==> src/rtl/iq_pkg.sv <==
// Shared definitions for the instruction queue: word widths, the end-marker
// opcode, the fetch state encoding and the entry format held in the buffer.
package iq_pkg;

  localparam int unsigned INSTR_W = 32;
  localparam int unsigned PC_W    = 32;

  localparam logic [5:0] OPC_END = 6'b111111;

  typedef enum logic {
    FETCH = 1'b0,
    HALT  = 1'b1
  } state_e;

  // One queued instruction together with the word index it was fetched from.
  typedef struct packed {
    logic [PC_W-1:0]    pc;
    logic [INSTR_W-1:0] instr;
  } entry_t;

endpackage

==> src/rtl/iq_fifo.sv <==
// Circular buffer for queued instructions. Read/write pointers are
// log2(DEPTH) bits wide and wrap naturally; a separate occupancy count
// distinguishes full from empty. flush_i empties the buffer in one cycle.
module iq_fifo
  import iq_pkg::*;
#(
  parameter int unsigned DEPTH = 8
) (
  input  logic                     clk,
  input  logic                     rst,
  input  logic                     flush_i,
  input  logic                     push_i,
  input  logic                     pop_i,
  input  entry_t                   data_i,
  output entry_t                   data_o,
  output logic [$clog2(DEPTH):0]   count_o
);

  localparam int unsigned AW = $clog2(DEPTH);

  entry_t          mem_q [DEPTH];
  logic [AW-1:0]   wr_ptr_q;
  logic [AW-1:0]   rd_ptr_q;
  logic [AW:0]     count_q;

  // Pointer and occupancy bookkeeping; flush wins over push/pop.
  // NOTE: sequential state is updated with <= so every flop samples pre-edge values.
  always_ff @(posedge clk) begin
    if (rst) begin
      wr_ptr_q <= '0;
      rd_ptr_q <= '0;
      count_q  <= '0;
    end else if (flush_i) begin
      wr_ptr_q <= '0;
      rd_ptr_q <= '0;
      count_q  <= '0;
    end else begin
      if (push_i) wr_ptr_q <= wr_ptr_q + 1'b1;
      if (pop_i)  rd_ptr_q <= rd_ptr_q + 1'b1;
      count_q <= count_q + (AW+1)'(push_i) - (AW+1)'(pop_i);
    end
  end

  // Entry storage write port.
  // NOTE: storage has no reset; validity is tracked by count_q alone.
  always_ff @(posedge clk) begin
    if (push_i && !flush_i) mem_q[wr_ptr_q] <= data_i;
  end

  assign data_o  = mem_q[rd_ptr_q];
  assign count_o = count_q;

endmodule

==> src/rtl/instr_queue.sv <==
// Instruction fetch queue: fetches sequential words from instruction memory
// into a circular buffer until an end marker is seen, presents the head entry
// to the issue stage, and restarts from a new index on a branch redirect.
// Optional macro INSTR_QUEUE_STATS_EN adds a saturating stall_cycles counter
// of FETCH cycles in which a push was blocked by a full queue with no pop.
module instr_queue
  import iq_pkg::*;
#(
  parameter int unsigned     DEPTH    = 8,
  parameter logic [PC_W-1:0] PC_RESET = 32'd0
) (
  input  logic               clk,
  input  logic               rst,
  output logic [PC_W-1:0]    pc,
  input  logic [INSTR_W-1:0] instr,
  input  logic               isend,
  input  logic               redirect_valid,
  input  logic [PC_W-1:0]    redirect_pc,
  output logic               out_valid,
  output logic [INSTR_W-1:0] out_instr,
  output logic [PC_W-1:0]    out_pc,
  input  logic               issue_ready,
  output logic               done
`ifdef INSTR_QUEUE_STATS_EN
  ,
  output logic [31:0]        stall_cycles
`endif
);

  localparam int unsigned AW = $clog2(DEPTH);

  state_e          state_q;
  logic [PC_W-1:0] pc_q;
  logic [AW:0]     count;
  logic            full;
  logic            push;
  logic            pop;
  entry_t          head;

  assign full = (count == (AW+1)'(DEPTH));

  // A redirect flushes the buffer, so neither push nor pop is meaningful then.
  assign pop  = out_valid && issue_ready && !redirect_valid;
  assign push = (state_q == FETCH) && !isend && !redirect_valid && (!full || pop);

  iq_fifo #(.DEPTH(DEPTH)) u_fifo (
    .clk     (clk),
    .rst     (rst),
    .flush_i (redirect_valid),
    .push_i  (push),
    .pop_i   (pop),
    .data_i  ('{pc: pc_q, instr: instr}),
    .data_o  (head),
    .count_o (count)
  );

  // Fetch FSM and fetch index: redirect overrides end-marker and push.
  always_ff @(posedge clk) begin
    if (rst) begin
      state_q <= FETCH;
      pc_q    <= PC_RESET;
    end else if (redirect_valid) begin
      state_q <= FETCH;
      pc_q    <= redirect_pc;
    end else begin
      case (state_q)
        FETCH: begin
          if (isend)     state_q <= HALT;
          else if (push) pc_q    <= pc_q + 1'b1;
        end
        HALT:    ;
        default: state_q <= FETCH;
      endcase
    end
  end

  assign pc        = pc_q;
  assign out_valid = (count != '0);
  assign out_instr = out_valid ? head.instr : '0;
  assign out_pc    = out_valid ? head.pc    : '0;
  assign done      = (state_q == HALT) && (count == '0);

`ifdef INSTR_QUEUE_STATS_EN
  logic [31:0] stall_cycles_q;
  logic        stall;

  assign stall = (state_q == FETCH) && !redirect_valid && !isend && full && !pop;

  // Saturating count of fetch cycles lost to a full queue; survives redirects.
  always_ff @(posedge clk) begin
    if (rst)                                  stall_cycles_q <= '0;
    else if (stall && stall_cycles_q != '1)   stall_cycles_q <= stall_cycles_q + 1'b1;
  end

  assign stall_cycles = stall_cycles_q;
`endif

endmodule

==> config.mk <==
export PLATFORM = sky130hd
export DESIGN_NAME = instr_queue
export DESIGN_NICKNAME = d
export VERILOG_FILES = /design/src/rtl/iq_pkg.sv /design/src/rtl/iq_fifo.sv /design/src/rtl/instr_queue.sv
export SDC_FILE = /design/constraint.sdc
export NUM_CORES = 1
export LEC_CHECK = 0
export ABC_AREA = 1
export CAP_MARGIN = 25
export CELL_PAD_IN_SITES_DETAIL_PLACEMENT = 0
export CELL_PAD_IN_SITES_GLOBAL_PLACEMENT = 2
export CORE_MARGIN = 4
export CORE_UTILIZATION = 42
export CTS_BUF_LIST = sky130_fd_sc_hd__clkbuf_4 sky130_fd_sc_hd__clkbuf_8
export CTS_CLUSTER_SIZE = 16
export DETAILED_ROUTE_END_ITERATION = 16
export PLACE_DENSITY = 0.89
export SLEW_MARGIN = 5
export SYNTH_ARGS = -nofsm -noshare
export SYNTH_HDL_FRONTEND = slang
export SYNTH_SLANG_ARGS = --single-unit
==> constraint.sdc <==
create_clock -name clk -period 9.8 [get_ports clk]
set_input_delay 1.96 -clock clk [delete_from_list [all_inputs] [get_ports clk]]
set_output_delay 1.96 -clock clk [all_outputs]
set_load 0.01 [all_outputs]
==> run_results.csv, run 1 <==
group,metric,value,unit
drt,drcViolationCount,0,
yosys,synthCells,1941,
sta,fin_skew,25.5,ps
critical_path,worstSetupPathType,"input pin to flop",
global_route,antenna_found_initial,0,
global_route,grt_usage,18.7,%
sta,finalSetupViolations,0,
sta,hold_viol,0,
drt,routedWlPerCell,19.6,um
critical_path,crit_arrival,6370,ps
min_path,hp-start,"u_fifo.rd_ptr_q[2]$_SDFFE_PP0P_",
clock_tree,h-tree-depth,3,
critical_path,r2r-start,"u_fifo.count_o[2]$_SDFF_PP0_",
critical_path,cp_max_fo,64,
clock_tree,clock_sinks,558,
cells_and_area,utilization,50.9,%
sta,period_share,62.5,%
die,num_rows,85,
sta,maxSlewHeadroom,22.0,%
sta,drv_slew,0,
pwr,powerDensity,191,nW/um^2
drt,wl,56400,um
sta,rsz0062_at_grt,"no",
die,die_area,59100,sq um
sta,totalNegativeSetupSlack,0,ps
die,initial_core_util,42.8,%
critical_path,timing.rr.end,"u_fifo.mem_q[7][25]$_DFFE_PP_",
clock_tree,ctsResizeCount,0,
drt,drt_pass1_iterations,5,
critical_path,rrSetupSlack,5980,ps
pwr,ir_drop,0.0884,mV
sta,fmax,163,MHz
critical_path,end_kind,"flop",
die,core,54200,sq um
min_path,worstHoldPathType,"flop to flop",
clock_tree,holdBufCountCts,0,
clock_tree,cts.clk_slew.worst_paths,50,ps
placement,port_buffers,166,
pwr,p_leak,9.24,nW
die,chipWidth,243,um
yosys,yosysSeqAreaShare,70.2,%
cells_and_area,n_antenna_cell,0,
global_route,grt_pass1_wl,87000,um
drt,vias,15500,
clock_tree,worst_skew_pair.late_latency,650,ps
clock_tree,cts_setup_buffers,0,
yosys,yosys_warnings,0,
placement,gp_congestion,0.781,
yosys,synth_top_area_cell,"edfxtp_1",
yosys,netlist_top_cells_area,"edfxtp_1, nor2_1, dfxtp_1, o21ai_0, o32ai_1",
sta,worstMarginPinSlew,1170,ps
clock_tree,cts_root_buffer,"clkbuf_8",
drt,drtIter0Drc,1258,
placement,placed_area,25500,sq um
cells_and_area,n_fill_cell,4723,
critical_path,reg2regPathDepth,11,
placement,dpl.hpwl,30200,um
min_path,hold_depth,2,
global_route,grt.overflow.total,0,
drt,final_antenna_net_count,0,
global_route,grt_start_max_net_pins,223,
die,io_pins,167,
cells_and_area,drive_gt1_share,11.0,%
drt,vias_per_cell,5.38,
yosys,synth_seq_cells,558,
critical_path,worstSetupStartpointType,"input pin",
clock_tree,clockBufferDepth,3,
outcome,status,"finished clean",
yosys,synth_nets,2020,
die,die_h,243,um
sta,period_minus_slack,6120,ps
cells_and_area,syn_to_final_growth,19.0,%
cells_and_area,layout.nets,2184,
cells_and_area,stdcell_area,27600,sq um
yosys,synth_cell_types,37,
yosys,netlist_area,23200,sq um
job,cap_violations,0,
critical_path,worstPathRequired,10050,ps
clock_tree,cts_tree,"yes",
yosys,yosys.area.top_type_share,66.2,%
clock_tree,numCtsBuffers,90,
yosys,synth_area_per_cell,12.0,sq um
global_route,first_global_vias,15300,
[power breakdown]
part	switching, mW	internal (mW)
combinational	0.192	0.152
clock	0.905	1.34
sequential	0.0509	2.64
total	1.15	4.13
[layout make-up]
type | count | area, sq um | share of cell area, %
clock buffers | 115 | 1450 | 5.23
clock inverters | 50 | 597 | 2.16
inverters | 59 | 226 | 0.820
multi-input cells | 1205 | 6130 | 22.2
flip-flops and latches | 558 | 16300 | 59.0
well taps | 696 | 871 | 3.15
repair buffers | 191 | 2040 | 7.38
[sequential cells by signal, indices dropped and copies added, names as in the netlist, named ones only]
signal and cells:
u_fifo.mem_q 512, state_q 1, u_fifo.rd_ptr_q 3, u_fifo.wr_ptr_q 3, u_fifo.count_o 4, pc 32
[worst max path at each step]
stage                               endpoint           start  slack (ps)
3_5_place_dp   u_fifo.mem_q[1][25]$_DFFE_PP_  redirect_valid        3040
5_1_grt        u_fifo.mem_q[7][23]$_DFFE_PP_  redirect_valid        3360
6_report       u_fifo.mem_q[7][25]$_DFFE_PP_  redirect_valid        3680
4_1_cts                        out_instr[13]            flop        3660
2_1_floorplan   u_fifo.mem_q[6][0]$_DFFE_PP_  redirect_valid        2160
3_3_place_gp   u_fifo.mem_q[1][24]$_DFFE_PP_  redirect_valid        3130
[stage by stage]
step                      power, mW  instances  setup WS (ps)  hold WS [ps]
final                          5.28       2874           3680           466
after CTS                      5.33       2870           3660           466
after global routing           5.49       2874           3360           508
after global placement         3.08       2700           3130           447
after floorplan                2.89       1941           2160           444
after detailed placement       3.09       2705           3040           458
[critical path, cell delays in order]
cell             delay [ps]
clkdlybuf4s50_1         880
inv_2                   810
nand3_2                 210
nand2_1                 100
nand2_1                  50
buf_4                   240
inv_1                   630
nand2_1                 380
nor3_2                  210
buf_4                   840
[placed cells by master (no fill, tap or decap), types with 2 or more instances in the layout]
cell	n
nor2_2	2
a21oi_1	36
clkbuf_8	93
clkdlybuf4s50_1	166
dfxtp_4	2
clkbuf_4	22
dfxtp_1	43
o32ai_1	88
clkinvlp_4	5
clkinv_2	18
bufinv_16	14
nor2_1	589
buf_4	14
nor2_4	5
clkinv_1	14
a31oi_1	5
ha_1	9
inv_1	54
o21ai_0	175
buf_16	7
nand2_1	142
o21ai_1	32
xor2_1	8
xnor2_1	7
nor3_1	2
inv_2	3
o32ai_2	40
or2_2	2
a211oi_1	3
edfxtp_1	512
buf_12	4
nand3_1	47
nand3_2	2
nor3_2	4
[cells in the mapped netlist]
| cell | number |
|---|---|
| nor2_1 | 593 |
| edfxtp_1 | 512 |
| o21ai_0 | 175 |
| nand2_1 | 142 |
| o32ai_1 | 88 |
| clkbuf_1 | 61 |
| inv_1 | 54 |
| nand3_1 | 47 |
| dfxtp_1 | 46 |
| o32ai_2 | 40 |
| a21oi_1 | 36 |
| buf_2 | 35 |
| o21ai_1 | 32 |
| buf_4 | 10 |
| ha_1 | 9 |
| xor2_1 | 8 |
| xnor2_1 | 7 |
| buf_1 | 6 |
| nor3_1 | 6 |
| a31oi_1 | 5 |
| buf_8 | 5 |
| a211oi_1 | 3 |
| inv_2 | 3 |
| clkinv_1 | 2 |
| nand3_2 | 2 |
| nor2_2 | 2 |
| or2_2 | 2 |
| buf_12 | 1 |
| buf_6 | 1 |
| fa_1 | 1 |
| mux2i_1 | 1 |
| nand3b_1 | 1 |
| nand4_1 | 1 |
| nor2_4 | 1 |
| nor3b_1 | 1 |
| o211a_1 | 1 |
| or2_1 | 1 |
[layer usage]
layer	vias to the layer above	track usage [%]	routed length, um
met1	7650	25.2	25400
met4	0	6.08	1250
met3	84	3.56	3110
met2	443	30.7	26700
li1	7299	-	-
met5	-	0	0
[kinds of logic after synthesis]
group | after synthesis | synth area share, %
and+or+nand+nor | 799 | 13.4
muxes | 1 | 0.0431
AOI/OAI and AO/OA | 380 | 11.6
xor gates and xnor gates | 15 | 0.566
DFF | 558 | 70.2
adders and majority gates | 10 | 0.571
buffers and inverters | 178 | 3.57
Power figures use the tool's default switching activity.
==> inputs of run 2 (changes only) <==
==> constraint.sdc (replaced) <==
create_clock -name clk -period 6.08 [get_ports clk]
set_input_delay 1.216 -clock clk [delete_from_list [all_inputs] [get_ports clk]]
set_output_delay 1.216 -clock clk [all_outputs]
set_load 0.01 [all_outputs]
==> run_results.csv, run 2 (same netlist as run 1, synthesis figures left out) <==
group,metric,value,unit
outcome,status,"finished clean",
die,io_pins,167,
placement,post-place-cells,2715,
cells_and_area,stdcell_area,27300,sq um
pwr,p_sw,1.84,mW
critical_path,crit_arrival,3490,ps
critical_path,end_kind,"output port",
sta,worstMarginPinSlew,1030,ps
die,chipWidth,243,um
clock_tree,clockBufferDepth,3,
placement,dpl.hpwl,31400,um
sta,period_minus_slack,4710,ps
critical_path,rrSetupSlack,2720,ps
pwr,powerDensity,292,nW/um^2
drt,drt_pass1_iterations,5,
global_route,first_global_vias,15700,
drt,wl,57600,um
drt,vias_per_cell,5.43,
die,num_rows,85,
die,core,54200,sq um
global_route,antenna_found_initial,1,
clock_tree,ctsResizeCount,0,
cells_and_area,syn_to_final_growth,17.5,%
die,die_h,243,um
drt,routedWlPerCell,20.0,um
pwr,ir_drop,0.134,mV
sta,holdWs,468,ps
pwr,seqPwrFrac,54.4,%
clock_tree,cts_tree,"yes",
pwr,p_comb_share,7.1,%
drt,vias,15600,
global_route,grt_pass1_wl,88900,um
sta,drv_slew,0,
clock_tree,cts_setup_buffers,0,
sta,rsz0062_at_grt,"no",
drt,final_antenna_net_count,0,
placement,port_buffers,166,
critical_path,worstPathRequired,4860,ps
cells_and_area,multi_input_area,6150,sq um
cells_and_area,final_cells,2875,
cells_and_area,layout_common_cells,"nor2_1, edfxtp_1, o21ai_0",
die,initial_core_util,42.8,%
clock_tree,worst_skew_pair.late_latency,670,ps
clock_tree,cts_root_buffer,"clkbuf_8",
drt,drcViolationCount,0,
cells_and_area,seq_area,16300,sq um
clock_tree,cts.clk_slew.worst_paths,60,ps
sta,finalSetupViolations,0,
pwr,p_sw_share,23.1,%
clock_tree,clock_sinks,558,
cells_and_area,layout.nets,2192,
critical_path,worstSetupStartpointType,"flop",
placement,gp_congestion,0.767,
drt,drtIter0Drc,1143,
global_route,grt_start_max_net_pins,163,
placement,placed_area,25600,sq um
pwr,clkPwrFrac,38.5,%
pwr,p_leak,9.08,nW
clock_tree,holdBufCountCts,0,
job,cap_violations,0,
cells_and_area,largest_reg_flops,512,
global_route,grt_usage,19.1,%
sta,maxSlewHeadroom,31.0,%
die,die_area,59100,sq um
pwr,p_int,6.12,mW
cells_and_area,drive_gt1_share,10.3,%
cells_and_area,top_register,"u_fifo.mem_q",
sta,period_share,77.4,%
clock_tree,h-tree-depth,3,
min_path,worstHoldPathType,"flop to flop",
sta,fmax,212,MHz
pwr,finalPower,7.96,mW
cells_and_area,final_common_cell,"nor2_1",
sta,hold_viol,0,
global_route,grt.overflow.total,0,
sta,fin_skew,37.3,ps
critical_path,worstSetupPathType,"flop to output port",
clock_tree,numCtsBuffers,92,
critical_path,cp_max_fo,162,
cells_and_area,n_fill_cell,4760,
[run 2: cell types whose count changed in the layout (fill, tap and decap cells not counted), moves of 4 or more]
cell       before  now
buf_16          7    2
clkinv_2       18   13
clkinv_1       14   28
clkbuf_4       22   18
buf_4          14   22
bufinv_16      14    2
[run 2: path summary, 6_finish.rpt]
check / cells after the start / from / to
max: 7 / flop / out_instr[17]
min: 2 / u_fifo.rd_ptr_q[2]$_SDFFE_PP0P_ / flop
max reg2reg: 11 / u_fifo.count_o[2]$_SDFF_PP0_ / u_fifo.mem_q[3][25]$_DFFE_PP_
min reg2reg: 2 / u_fifo.rd_ptr_q[2]$_SDFFE_PP0P_ / flop
[run 2: critical path: stages (launching register included)]
cell,delay [ps]
dfxtp_4,410
inv_8,690
buf_4,420
nor2_1,80
o32ai_1,230
nor2_1,70
nor2_1,250
clkdlybuf4s50_1,590
[run 2: layout make-up]
type / count / area share, %
timing repair buffer: 197 / 7.41
sequential: 558 / 59.8
tap: 696 / 3.19
multi-input combinational: 1205 / 22.6
clock buffer: 111 / 5.19
antenna: 1 / 0.00917
inverter: 59 / 0.839
clock inverter: 48 / 1.01
[run 2: power by group through the flow]
stage	Clock, mW	Sequential [mW]	Combinational (mW)
detailed placement	0	4.41	0.568
floorplan	0	4.39	0.269
finish	3.06	4.33	0.564
CTS	3.13	4.33	0.570
global placement	0	4.41	0.559
global route	3.31	4.34	0.617
[run 2: stage by stage]
step           TNS (ps)  util, %  setup slack, ps
6_report              0     50.3             1370
5_1_grt               0     50.3             1130
4_1_cts               0     50.3             1350
3_5_place_dp          0     47.2             1830
3_3_place_gp          0     47.1             1830
2_1_floorplan   -104960        -             -820
[run 2: per-layer routing]
metal | vias to the layer above | track usage [%] | wire length (um)
met5 | - | 0 | 0
met4 | 0 | 6.42 | 1310
met3 | 98 | 3.51 | 3460
met2 | 515 | 31.3 | 27000
met1 | 7689 | 25.9 | 25800
li1 | 7322 | - | -
==> inputs of run 3 (changes only) <==
--- a/config.mk
+++ b/config.mk
@@ -10,11 +10,11 @@
 export CELL_PAD_IN_SITES_DETAIL_PLACEMENT = 0
 export CELL_PAD_IN_SITES_GLOBAL_PLACEMENT = 2
 export CORE_MARGIN = 4
-export CORE_UTILIZATION = 42
+export CORE_UTILIZATION = 38
 export CTS_BUF_LIST = sky130_fd_sc_hd__clkbuf_4 sky130_fd_sc_hd__clkbuf_8
 export CTS_CLUSTER_SIZE = 16
 export DETAILED_ROUTE_END_ITERATION = 16
-export PLACE_DENSITY = 0.89
+export PLACE_DENSITY = 0.86
 export SLEW_MARGIN = 5
 export SYNTH_ARGS = -nofsm -noshare
 export SYNTH_HDL_FRONTEND = slang
==> constraint.sdc (replaced) <==
create_clock -name clk -period 4 [get_ports clk]
set_input_delay 0.8 -clock clk [delete_from_list [all_inputs] [get_ports clk]]
set_output_delay 0.8 -clock clk [all_outputs]
set_load 0.01 [all_outputs]
==> run_results.csv, run 3 (same netlist as run 1, synthesis figures left out) <==
group,metric,value,unit
die,num_rows,90,
critical_path,cp_max_fo,107,
cells_and_area,syn_to_final_growth,20.0,%
global_route,antenna_found_initial,2,
global_route,grt_pass1_wl,90800,um
drt,wl,59900,um
sta,holdWs,462,ps
clock_tree,cts_root_buffer,"clkbuf_8",
critical_path,worstSetupStartpointType,"flop",
global_route,first_global_vias,15700,
die,die_h,255,um
die,io_pins,167,
sta,fmax,261,MHz
cells_and_area,largest_reg_flops,512,
critical_path,reg2regPathDepth,11,
critical_path,r2r-start,"u_fifo.count_o[2]$_SDFF_PP0_",
die,core,60400,sq um
clock_tree,clock_sinks,558,
min_path,hold_depth,2,
sta,fin_skew,62.3,ps
critical_path,worstPathRequired,3200,ps
global_route,gr-usage-met2,29.6,%
placement,gp_congestion,0.763,
global_route,busiest_layer,"met2",
critical_path,worstSetupPathType,"flop to output port",
die,chipWidth,255,um
sta,period_share,95.6,%
clock_tree,clockBufferDepth,3,
clock_tree,numCtsBuffers,94,
drt,routedWlPerCell,20.0,um
job,cap_violations,0,
sta,drv_slew,0,
placement,dpl.hpwl,32700,um
min_path,worstHoldPathType,"flop to flop",
pwr,p_leak,9.32,nW
sta,totalNegativeSetupSlack,0,ps
critical_path,rrSetupSlack,800,ps
die,die_area,65100,sq um
die,initial_core_util,38.5,%
cells_and_area,top_register,"u_fifo.mem_q",
cells_and_area,layout.nets,2209,
critical_path,crit_arrival,3030,ps
clock_tree,worst_skew_pair.late_latency,680,ps
sta,finalSetupViolations,0,
outcome,status,"finished clean",
pwr,powerDensity,450,nW/um^2
drt,drt_pass1_iterations,5,
global_route,met1_usage,24.4,%
sta,maxSlewHeadroom,53.8,%
placement,port_buffers,166,
global_route,grt_usage,18.0,%
sta,hold_viol,0,
global_route,grt.overflow.total,0,
clock_tree,cts.clk_slew.worst_paths,50,ps
sta,worstMarginPinSlew,692,ps
drt,vias_per_cell,5.22,
critical_path,end_kind,"output port",
sta,rsz0062_at_grt,"yes",
drt,vias,15600,
drt,drcViolationCount,0,
drt,drtIter0Drc,1144,
cells_and_area,drive_gt1_share,11.6,%
pwr,ir_drop,0.223,mV
clock_tree,cts_tree,"yes",
global_route,use_met3,3.54,%
min_path,hp-start,"u_fifo.rd_ptr_q[2]$_SDFFE_PP0P_",
cells_and_area,layout_common_cells,"nor2_1, edfxtp_1, o21ai_0",
drt,final_antenna_net_count,0,
global_route,grt_start_max_net_pins,108,
clock_tree,h-tree-depth,3,
cells_and_area,final_common_cell,"nor2_1",
sta,period_minus_slack,3830,ps
run 3: cell types whose count changed in the layout (fill, tap and decap cells not counted), moves of 2 or more:
| cell | delta |
|---|---|
| clkbuf_4 | +4 |
| bufinv_16 | +3 |
| buf_4 | +3 |
| buf_12 | +11 |
| clkinv_1 | -6 |
| clkbuf_8 | +5 |
| nor3_4 | +2 |
| nor3_2 | -2 |
| inv_6 | -2 |
| clkinv_2 | +4 |
run 3: cell type report:
class,instances,area (sq um)
Antenna cell,2,5.00
Clock buffer,120,1510
Clock inverter,49,370
Fill cell,5452,32500
Inverter,59,234
Multi-Input combinational cell,1206,6180
Sequential cell,558,16300
Tap cell,782,978
Timing Repair Buffer,211,2250
run 3: stage by stage:
stage          power (mW)  instances  util [%]  cell area, sq um  setup WS (ps)
3_5_place_dp         7.58       2813      42.9             25900            720
4_1_cts              12.7       2983      46.0             27800           48.7
6_report             12.5       2987      46.1             27800            174
2_1_floorplan        7.07       1941         -             23200           -758
3_3_place_gp         7.56       2813      42.9             25900            710
5_1_grt              13.0       2986      46.1             27800          -48.6
run 3: power by group:
group / leakage (nW) / total, mW / switching [mW] / internal [mW]
combinational: 3.27 / 0.873 / 0.487 / 0.386
clock: 0.991 / 5.06 / 2.26 / 2.81
sequential: 5.06 / 6.59 / 0.122 / 6.46
run 3: repair_timing:
item                                    CTS  global route
cloned                                    0             1
gates resized for setup                   1             2
hold buffers                              0             0
endpoints found under the setup margin    5            17
buffers inserted                          1             1
run 3: final timing paths:
| path | endpoint |
|---|---|
| max | out_instr[16] |
| min | flop |
| max reg2reg | pc[17]$_SDFFE_PP0P_ |
| min reg2reg | flop |
run 3: critical path, stage by stage (launching register included):
cell and delay [ps]:
dfxtp_4 570, buf_16 340, nor2_1 100, o32ai_1 280, o21ai_0 100, nor2_1 220
clkdlybuf4s50_1 580
run 3: routing by layer:
metal  part of all wire, %  up-vias
met5                     0        -
met4                   2.0        0
met3                   5.9       95
met2                    47      427
met1                    45     7716
li1                      -     7365
